`src/rtl/arm_defs.sv`:
```
// Shared ARM encoding definitions: instruction mode codes, ALU command
// codes as produced by the ID-stage decode, data-processing opcodes, and
// the decoded control bundle carried into the encoder.
package arm_defs;

    // Instruction class field [27:26]
    localparam logic [1:0] MODE_DP  = 2'b00;
    localparam logic [1:0] MODE_MEM = 2'b01;
    localparam logic [1:0] MODE_BR  = 2'b10;

    // ALU command codes driven by the decode unit
    localparam logic [3:0] ALU_MOV = 4'b0001;
    localparam logic [3:0] ALU_ADD = 4'b0010;
    localparam logic [3:0] ALU_ADC = 4'b0011;
    localparam logic [3:0] ALU_SUB = 4'b0100;
    localparam logic [3:0] ALU_SBC = 4'b0101;
    localparam logic [3:0] ALU_AND = 4'b0110;
    localparam logic [3:0] ALU_ORR = 4'b0111;
    localparam logic [3:0] ALU_EOR = 4'b1000;
    localparam logic [3:0] ALU_MVN = 4'b1001;

    // Data-processing opcode field [24:21]
    localparam logic [3:0] OP_AND = 4'b0000;
    localparam logic [3:0] OP_EOR = 4'b0001;
    localparam logic [3:0] OP_SUB = 4'b0010;
    localparam logic [3:0] OP_ADD = 4'b0100;
    localparam logic [3:0] OP_ADC = 4'b0101;
    localparam logic [3:0] OP_SBC = 4'b0110;
    localparam logic [3:0] OP_TST = 4'b1000;
    localparam logic [3:0] OP_CMP = 4'b1010;
    localparam logic [3:0] OP_ORR = 4'b1100;
    localparam logic [3:0] OP_MOV = 4'b1101;
    localparam logic [3:0] OP_MVN = 4'b1111;

    // Decoded control bundle plus register/immediate fields
    typedef struct packed {
        logic [3:0]  alu_command;
        logic        mem_read;
        logic        mem_write;
        logic        wb_en;
        logic        branch;
        logic        status_en;
        logic [3:0]  cond;
        logic [3:0]  rn;
        logic [3:0]  rd;
        logic        imm;
        logic [11:0] shift_operand;
        logic [23:0] imm24;
    } bundle_t;

endpackage

```
`src/rtl/instr_encode.sv`:
```
// Combinational re-encoder: decoded control bundle -> 32-bit ARM word,
// plus a flag for bundles the decode unit could never have produced.
module instr_encode
    import arm_defs::*;
(
    input  bundle_t     bundle,
    output logic [31:0] word,
    output logic        illegal
);

    logic [3:0] opcode;
    logic       opcode_ok;
    logic       cmp_tst;
    logic [1:0] n_kind;

    // Map ALU command to opcode and build the word, branch > mem > data-proc
    always_comb begin
        // NOTE: every output of this block gets a default first, so no path
        // through the case/if chain can leave a signal unassigned (latch).
        word      = '0;
        illegal   = 1'b0;
        opcode    = OP_AND;
        opcode_ok = 1'b1;
        cmp_tst   = 1'b0;
        n_kind    = {1'b0, bundle.branch} + {1'b0, bundle.mem_read} + {1'b0, bundle.mem_write};

        case (bundle.alu_command)
            ALU_MOV: opcode = OP_MOV;
            ALU_MVN: opcode = OP_MVN;
            ALU_ADD: opcode = OP_ADD;
            ALU_ADC: opcode = OP_ADC;
            ALU_SBC: opcode = OP_SBC;
            ALU_ORR: opcode = OP_ORR;
            ALU_EOR: opcode = OP_EOR;
            ALU_SUB: begin
                opcode  = bundle.wb_en ? OP_SUB : OP_CMP;
                cmp_tst = !bundle.wb_en;
            end
            ALU_AND: begin
                opcode  = bundle.wb_en ? OP_AND : OP_TST;
                cmp_tst = !bundle.wb_en;
            end
            default: opcode_ok = 1'b0;
        endcase

        if (n_kind > 2'd1) begin
            illegal = 1'b1;
        end else if (bundle.branch) begin
            // The ALU command is a don't-care for branches
            word    = {bundle.cond, MODE_BR, 1'b1, 1'b0, bundle.imm24};
            illegal = bundle.mem_read | bundle.mem_write | bundle.wb_en | bundle.status_en;
        end else if (bundle.mem_read || bundle.mem_write) begin
            // Pre-indexed, add offset, word access, no writeback
            word    = {bundle.cond, MODE_MEM, 1'b0, 4'b1100, bundle.mem_read,
                       bundle.rn, bundle.rd, bundle.shift_operand};
            illegal = (bundle.alu_command != ALU_ADD)
                    | (bundle.mem_write & bundle.wb_en)
                    | (bundle.mem_read & !bundle.wb_en);
        end else begin
            word    = {bundle.cond, MODE_DP, bundle.imm, opcode, bundle.status_en,
                       bundle.rn, bundle.rd, bundle.shift_operand};
            illegal = !opcode_ok
                    | (!bundle.wb_en & !bundle.status_en)
                    | (cmp_tst & !bundle.status_en);
        end
    end

endmodule

```
`src/rtl/instr_encoder_loader.sv`:
```
// Program loader: accepts decoded bundles, re-encodes them and writes the
// words sequentially into the instruction-memory write port until full.
module instr_encoder_loader
    import arm_defs::*;
#(
    parameter int ADDR_W    = 8,
    parameter int DEPTH     = 256,
    parameter int BASE_ADDR = 0
) (
    input  logic              clk,
    input  logic              rst,
    input  logic              restart,
    input  logic              in_valid,
    output logic              in_ready,
    input  logic [3:0]        alu_command,
    input  logic              mem_read,
    input  logic              mem_write,
    input  logic              wb_en,
    input  logic              branch,
    input  logic              status_en,
    input  logic [3:0]        cond,
    input  logic [3:0]        rn,
    input  logic [3:0]        rd,
    input  logic              imm,
    input  logic [11:0]       shift_operand,
    input  logic [23:0]       imm24,
    output logic              imem_we,
    output logic [ADDR_W-1:0] imem_addr,
    output logic [31:0]       imem_wdata,
    input  logic              imem_ack,
    output logic              full,
    output logic              err,
    output logic [ADDR_W:0]   word_count
);

    localparam logic [ADDR_W-1:0] BASE      = ADDR_W'(BASE_ADDR);
    localparam logic [ADDR_W:0]   DEPTH_CNT = (ADDR_W + 1)'(DEPTH);

    typedef enum logic [1:0] {
        S_IDLE,
        S_ENCODE,
        S_WRITE,
        S_FULL
    } state_t;

    state_t          state, state_next;
    bundle_t         bundle_q;
    logic [31:0]     enc_word;
    logic            enc_illegal;
    logic [ADDR_W:0] count_inc;
    logic            accept;

    assign accept    = (state == S_IDLE) && in_valid && in_ready;
    assign count_inc = word_count + (ADDR_W + 1)'(1);
    assign imem_we   = (state == S_WRITE);
    assign full      = (state == S_FULL);

    instr_encode u_encode (
        .bundle  (bundle_q),
        .word    (enc_word),
        .illegal (enc_illegal)
    );

    // State register
    always_ff @(posedge clk) begin
        // NOTE: sequential state uses non-blocking assignments so every
        // register samples pre-edge values regardless of block ordering.
        if (!rst) state <= S_IDLE;
        else      state <= state_next;
    end

    // Next-state logic
    always_comb begin
        state_next = state;
        case (state)
            S_IDLE:   if (accept) state_next = S_ENCODE;
            S_ENCODE: state_next = enc_illegal ? S_IDLE : S_WRITE;
            S_WRITE:  if (imem_ack) state_next = (count_inc == DEPTH_CNT) ? S_FULL : S_IDLE;
            S_FULL:   if (restart) state_next = S_IDLE;
            default:  state_next = S_IDLE;
        endcase
    end

    // Bundle capture, encoded word, address/count, sticky error, ready
    always_ff @(posedge clk) begin
        if (!rst) begin
            bundle_q   <= '0;
            imem_wdata <= '0;
            imem_addr  <= BASE;
            word_count <= '0;
            err        <= 1'b0;
            in_ready   <= 1'b0;
        end else begin
            // Registered so it stays low during the reset cycle itself
            in_ready <= (state_next == S_IDLE);

            // A write in flight always completes; restart is ignored then
            if (restart && state != S_WRITE) begin
                imem_addr  <= BASE;
                word_count <= '0;
                err        <= 1'b0;
            end

            case (state)
                S_IDLE: begin
                    if (accept) begin
                        bundle_q <= '{alu_command: alu_command, mem_read: mem_read,
                                      mem_write: mem_write, wb_en: wb_en, branch: branch,
                                      status_en: status_en, cond: cond, rn: rn, rd: rd,
                                      imm: imm, shift_operand: shift_operand, imm24: imm24};
                    end
                end
                S_ENCODE: begin
                    if (enc_illegal) err        <= 1'b1;
                    else             imem_wdata <= enc_word;
                end
                S_WRITE: begin
                    if (imem_ack) begin
                        imem_addr  <= imem_addr + ADDR_W'(1);
                        word_count <= count_inc;
                    end
                end
                default: ;
            endcase
        end
    end

endmodule

```
`config.mk`:
```
export PLATFORM = sky130hd
export DESIGN_NAME = instr_encoder_loader
export DESIGN_NICKNAME = d
export VERILOG_FILES = /design/src/rtl/arm_defs.sv /design/src/rtl/instr_encode.sv /design/src/rtl/instr_encoder_loader.sv
export SDC_FILE = /design/constraint.sdc
export NUM_CORES = 1
export LEC_CHECK = 0
export ABC_AREA = 1
export CAP_MARGIN = 10
export CORE_AREA = 10 10 110 112
export DETAILED_ROUTE_END_ITERATION = 10
export DIE_AREA = 0 0 120 122
export GPL_TIMING_DRIVEN = 1
export PLACE_DENSITY_LB_ADDON = 0.3
export SLEW_MARGIN = 25
export SYNTH_ARGS = -nofsm -noshare
export SYNTH_HDL_FRONTEND = slang
export SYNTH_SLANG_ARGS = --single-unit
```
`constraint.sdc`:
```
create_clock -name clk -period 1.8 [get_ports clk]
set_input_delay 0.18 -clock clk [delete_from_list [all_inputs] [get_ports clk]]
set_output_delay 0.18 -clock clk [all_outputs]
set_load 0.1 [all_outputs]
```
=== Word level (Yosys, flattened, before mapping) ===
Cells that the tools add are included.
Widths: inputs -> output; s select.

* Register bits: 111
* Latch bits: 0
* Bits in writable memories: 0
* Memory bits (read-only): 0
* Bits of input ports: 63
* Output and inout bits: 53
* Word-level logic and storage cells: 89
* Memories kept: 0

* Add/sub/neg operators: 4
* $mul: 0
* Div/mod/pow operators: 0
* $lt $le $gt $ge: 1
* Eq/ne operators: 15
* Shift-type cells: 0
* Muxes and demuxes: 26
* Bitwise operators: 12
* Reduce and logical (&&, ||, !) cells: 13

{| class="wikitable"
|+ Operator list
! operator !! number
|-
| $pmux 4 s9 || 1
|-
| $mux 32 || 1
|-
| $mux 28 || 1
|-
| $mux 27 || 1
|-
| $mux 9 || 3
|-
| $mux 8 || 3
|-
| $eq 4x3->1 const B || 4
|-
| $mux 2 || 5
|-
| $add 9x1->9 const B || 1
|-
| $eq 9x9->1 const B || 1
|-
| $reduce_or 9->1 || 1
|-
| $add 8x1->8 const B || 1
|-
| $eq 4x2->1 const B || 2
|-
| $eq 4x4->1 const B || 2
|-
| $mux 1 || 8
|-
| $mux 4 || 2
|-
| $pmux 2 s4 || 1
|-
| $or 1x1->1 || 7
|-
| $and 1x1->1 || 4
|-
| $eq 2x2->1 const B || 2
|-
| $eq 4x1->1 const B || 1
|-
| $logic_not 2->1 || 2
|-
| $ne 4x2->1 const B || 1
|-
| $reduce_and 2->1 || 2
|-
| 10 further kinds || 14
|}

=== Depth between registers and ports, before layout ===
* Word-level depth: 12
* Depth in mapped cells: 13
* Mapped depth without buffers: 13

=== Hierarchy ===
A second synthesis with hierarchy kept.

* Cell total of the unflattened synthesis: 716
* Area total of the unflattened synthesis: 4938.5 µm²

{| class="wikitable"
|+ By module, submodules not included
! module !! instances !! cells an instance !! area each (µm²) !! sequential area each (µm²)
|-
| instr_encoder_loader || 1 || 574 || 4289.1 || 2222.1
|-
| instr_encode || 1 || 142 || 649.4 || 0.0
|}

=== Worst setup path before layout ===
No wires, ideal clock.

* Kind: flip-flop to flip-flop
* Start: register word_count[1]
* End: register in_ready
* Data arrival time: 2187 ps
* Slack: -499 ps
* Cell stages (with the launch flop): 13
* Cells stage by stage: dfxtp_1 ha_1 nand3_1 nor2_1 nand2_1 nand2_1 nand2_1 nor2_1 nand2_1 nand2_1 nand2_1 nand2_1 nor2_1

* Longest elaborated chain between the ends: 6

{| class="wikitable"
|+ Ends and longest elaborated chain
! element !! line !! RTL
|-
| start, declared || instr_encoder_loader.sv:33 || <nowiki>output logic [ADDR_W:0] word_count</nowiki>
|-
| start signal, assigned || instr_encoder_loader.sv:120 || <nowiki>word_count <= count_inc;</nowiki>
|-
| $add 9x1->9 || instr_encoder_loader.sv:54 || <nowiki>assign count_inc = word_count + (ADDR_W + 1)'(1);</nowiki>
|-
| $eq 9x9->1 || instr_encoder_loader.sv:78 || <nowiki>S_WRITE: if (imem_ack) state_next = (count_inc == DEPTH_CNT) ? S_FULL : S_IDLE;</nowiki>
|-
| $mux 2 (2 in series) || instr_encoder_loader.sv:78 ||
|-
| $pmux 2 s4 || instr_encoder_loader.sv:75 || <nowiki>case (state)</nowiki>
|-
| $logic_not 2->1 || instr_encoder_loader.sv:95 || <nowiki>in_ready <= (state_next == S_IDLE);</nowiki>
|-
| end signal, assigned || instr_encoder_loader.sv:95 ||
|-
| end, declared || instr_encoder_loader.sv:14 || <nowiki>output logic in_ready,</nowiki>
|}

Every way passes these cells.
A chain may end at the register's enable or synchronous reset.

=== Worst setup path after layout ===
* Start: register bundle_q[50] (netlist bit)
* End: register imem_wdata[19]

* Longest elaborated chain between the ends: 6
* Elaborated cells on any way between the ends: 9
* Those cells by class: add/sub (2); order compare (1); mux (4); bitwise (1); reduce/logical (1)

{| class="wikitable"
|+ Ends and longest elaborated chain
! element !! line !! RTL
|-
| start, declared || instr_encoder_loader.sv:47 || <nowiki>bundle_t bundle_q;</nowiki>
|-
| start signal, assigned || instr_encoder_loader.sv:107 || <nowiki>bundle_q <= '{alu_command: alu_command, mem_read: mem_read,</nowiki>
|-
| $add 1x1->2 || instr_encode.sv:25 || <nowiki>n_kind = {1'b0, bundle.branch} + {1'b0, bundle.mem_read} + {1'b0, bundle.mem_write};</nowiki>
|-
| $add 2x1->2 || instr_encode.sv:25 ||
|-
| $gt 2x1->1 || instr_encode.sv:46 || <nowiki>if (n_kind > 2'd1) begin</nowiki>
|-
| $mux 1 || instr_encode.sv:46 ||
|-
| $not 1->1 (no source line) || -- ||
|-
| $reduce_and 2->1 (no source line) || -- ||
|-
| end signal, assigned || instr_encoder_loader.sv:115 || <nowiki>else imem_wdata <= enc_word;</nowiki>
|-
| end, declared || instr_encoder_loader.sv:29 || <nowiki>output logic [31:0] imem_wdata,</nowiki>
|}

Parallel ways exist; a longest one is shown, timed or not.

==> metrics.md <==
| Metric | Value |
|---|---|
| Status | `completed` |
| Warnings, synthesis | `0` |
| I/O Buffers | `115` |
| # diodes | `0` |
| WL final | `around 13 mm` |
| Clk buf depth | `2` |
| Most area-consuming cells after synthesis | `dfxtp_1, nor2_1, nand2_1` |
| Syn Area/Cell | `7.02 um2` |
| WL/cell | `14.5 um` |
| Pre-antenna DRT Iters | `5` |
| Syn_nets | `approximately 750` |
| Root Buffer | `clkbuf_8` |
| Commonest cells in the synthesized netlist | `nor2_1, nand2_1, dfxtp_1` |
| Top delay family on crit path | `compound AO/OA/AOI/OAI gates` |
| Largest net degree at the start of global routing | `51` |
| FILL cells | `885` |
| Clock buffer count from CTS | `9` |
| Setup Crit Path Kind | `reg2reg` |
| Nets | `854` |
| Max-Cap Viols | `0` |
| Tmin final | `1.76 ns` |
| Finish-stage setup viols | `0` |
| H-tree depth | `3` |
| Met3 WL | `approximately 920 um` |
| Ratio of cells with drive above 1 in the final layout | `between 10% and 20%` |
| CP startpoint kind | `flop` |
| Post-synthesis sequential area ratio | `between 40% and 50%` |
| DR iter-0 viols | `399` |
| Worst Setup End Kind | `flop` |
| Share of flip-flops with an asynchronous set or reset | `0%` |
| Die Wd | `about 120 um` |
| CTS sink cnt | `between 100 and 150` |
| Max-slew violation count | `0` |
| DRC | `0` |
| Die area | `0.0146 mm2` |
| Top-count cell post-synth | `nor2_1` |
| Critical Path AT | `2.02 ns` |
| Routed met1 length | `5.92 mm` |
| Register Area | `0.00225 mm2` |
| Placer Congestion | `0.874` |
| Initial Util | `47.5%` |
| Yosys top cell by area | `dfxtp_1` |
| Actual slew at the worst max-slew pin | `0.558 ns` |
| Std cell rows | `37` |
| F_max | `0.569 GHz` |
| Antenna violations before repair | `0` |
| Pwr/cell area | `805 mW/mm2` |
| DRT antenna net count | `0` |
| Clock Latency Late Sink | `roughly 0.37 ns` |
| Clock Skew | `~0.014 ns` |
| R2R Setup Slk | `0.04 ns` |
| P_leak | `2.77 nW` |
| All-Layer GR Usage | `between 15 and 20%` |
| Buf/Inv on CP | `2` |
| Hold_ws | `0.180 ns` |
| Core area | `about 0.01 mm2` |
| Via count | `roughly 4700` |
| Post-CTS Hold Buffers | `0` |
| DIE HEIGHT | `around 120 um` |
| Highest metal used | `met4` |
| First-pass GRT wire length | `roughly 21 mm` |
| Mapped Cells | `680` |
| Most used cell, CP | `o21ai_2` |
| Share of the synthesized area in the top cell type | `46.6%` |
| HPWL Detailed | `9.04 mm` |
| Area growth syn-to-layout | `33.0%` |
| Final core utilization | `between 60 and 70%` |
| Critical-path maximum fanout | `8` |
| Max_slew headroom | `between 60% and 70%` |
| VDD IR max | `roughly 530 uV` |
| Area of the multi-input gates | `~0.0022 mm2` |
| Slowest cell on crit path | `dfxtp_4` |
| Min-delay worst type | `in2reg` |
| CTS tree | `yes` |
| Synth unique cells | `30` |
| CP peak stage delay | `0.37 ns` |
| Routed length on met2 | `around 6.5 mm` |
| Count of boundary I/O pins | `~120` |
| Crit path cell chain | `ha_4, a21oi_4, o21ai_2, nor2_2, nand4_4, buf_12, clkbuf_16, o21ai_2, a21oi_1` |
| Vias per cell | `approximately 5.1` |
| Vias in the first global route | `4456` |
| Tot Pwr | `0.00511 W` |
| Commonest register cell after synthesis | `dfxtp_1` |
| Period Utilization, post-route | `97.6%` |
| Final hold viol count | `0` |
| CP required | `2.06 ns` |
| Post-Syn Area | `about 0.0048 mm2` |
| Worst-path clk slew | `roughly 0.11 ns` |
| Global route overflow | `0` |
| Seq cells post-synth | `111` |
| EDFF count, synth | `0` |
routing by layer:
metal  track usage (%)  vias up
met2              28.5      156
met1              21.5     2157
met3              4.58       12
li1                  -     2402
met4              4.00        0
met5                 0        -
where the power goes:
| part | internal (W) | switching [W] |
|---|---|---|
| registers | 0.00259 | 0.0000853 |
| logic | 0.000364 | 0.000644 |
| clock network | 0.000532 | 0.000893 |
| total | 0.00349 | 0.00162 |
worst reg2reg max path: stages (launching register included):
cell and delay, ns:
dfxtp_4 0.37, ha_4 0.24, a21oi_4 0.15, o21ai_2 0.08
nor2_2 0.19, nand4_4 0.11, buf_12 0.18, clkbuf_16 0.17
o21ai_2 0.12, a21oi_1 0.05
layout make-up:
class	instances	share of cell area, %
Sequential cell	111	35.4
Multi-Input combinational cell	456	33.9
Tap cell	136	2.68
Timing Repair Buffer	134	20.7
Inverter	75	4.47
Clock inverter	7	0.966
Clock buffer	9	1.95
sequential cells by signal, indices dropped and copies added, names as in the netlist:
signal      cells
err             1
imem_wdata     32
word_count      9
bundle_q       58
imem_addr       8
state           2
in_ready        1
path summary, 6_finish.rpt:
path | start | to | cells after the start
setup reg to reg | bundle_q[50] | imem_wdata[19] | 9
hold / removal | rst | imem_addr[7] | 3
hold reg to reg | imem_wdata[26] | imem_wdata[26] | 2
setup / recovery | bundle_q[50] | imem_wdata[19] | 9
repair_timing:
item | CTS | global route
resized for setup | 0 | 33
endpoints found under the hold margin | 0 | 0
setup buffers | 0 | 1
endpoints found under the setup margin | 0 | 35
cell usage in the layout, fill, tap and decap left out, drive strengths merged:
cell	netlist	layout
nor2	122	122
clkinvlp	0	2
clkbuf	27	13
buf	11	69
inv	75	79
ha	4	4
clkdlybuf4s50	0	61
xor2	1	1
a21oi	66	66
o21bai	2	2
o21ai	104	104
nand4	5	5
clkinv	0	1
a211oi	1	1
o22ai	1	1
nor3	6	6
a22oi	1	1
o211ai	4	4
dfxtp	111	111
a31oi	1	1
nand3	19	19
nand2	119	119
kinds of logic after synthesis:
logic type | after synthesis | share of synthesized area [%]
adders and majority gates | 4 | 1.05
buffers and inverters | 113 | 10.0
DFF | 111 | 46.6
AOI/OAI and AO/OA | 180 | 19.3
xor gates and xnor gates | 1 | 0.184
and+or+nand+nor | 271 | 22.9
through the flow:
stage	cells	setup TNS (ns)	setup WS (ns)	area (um2)
final	928	0	0.0432	6350
after global routing	928	-0.274	-0.0264	6350
after CTS	921	0	0.0149	6110
after detailed placement	905	0	0.0405	5920
after global placement	905	0	0.128	5920
after floorplan	680	0	0.0597	4790
No activity file was read; power rests on OpenSTA's default activity.
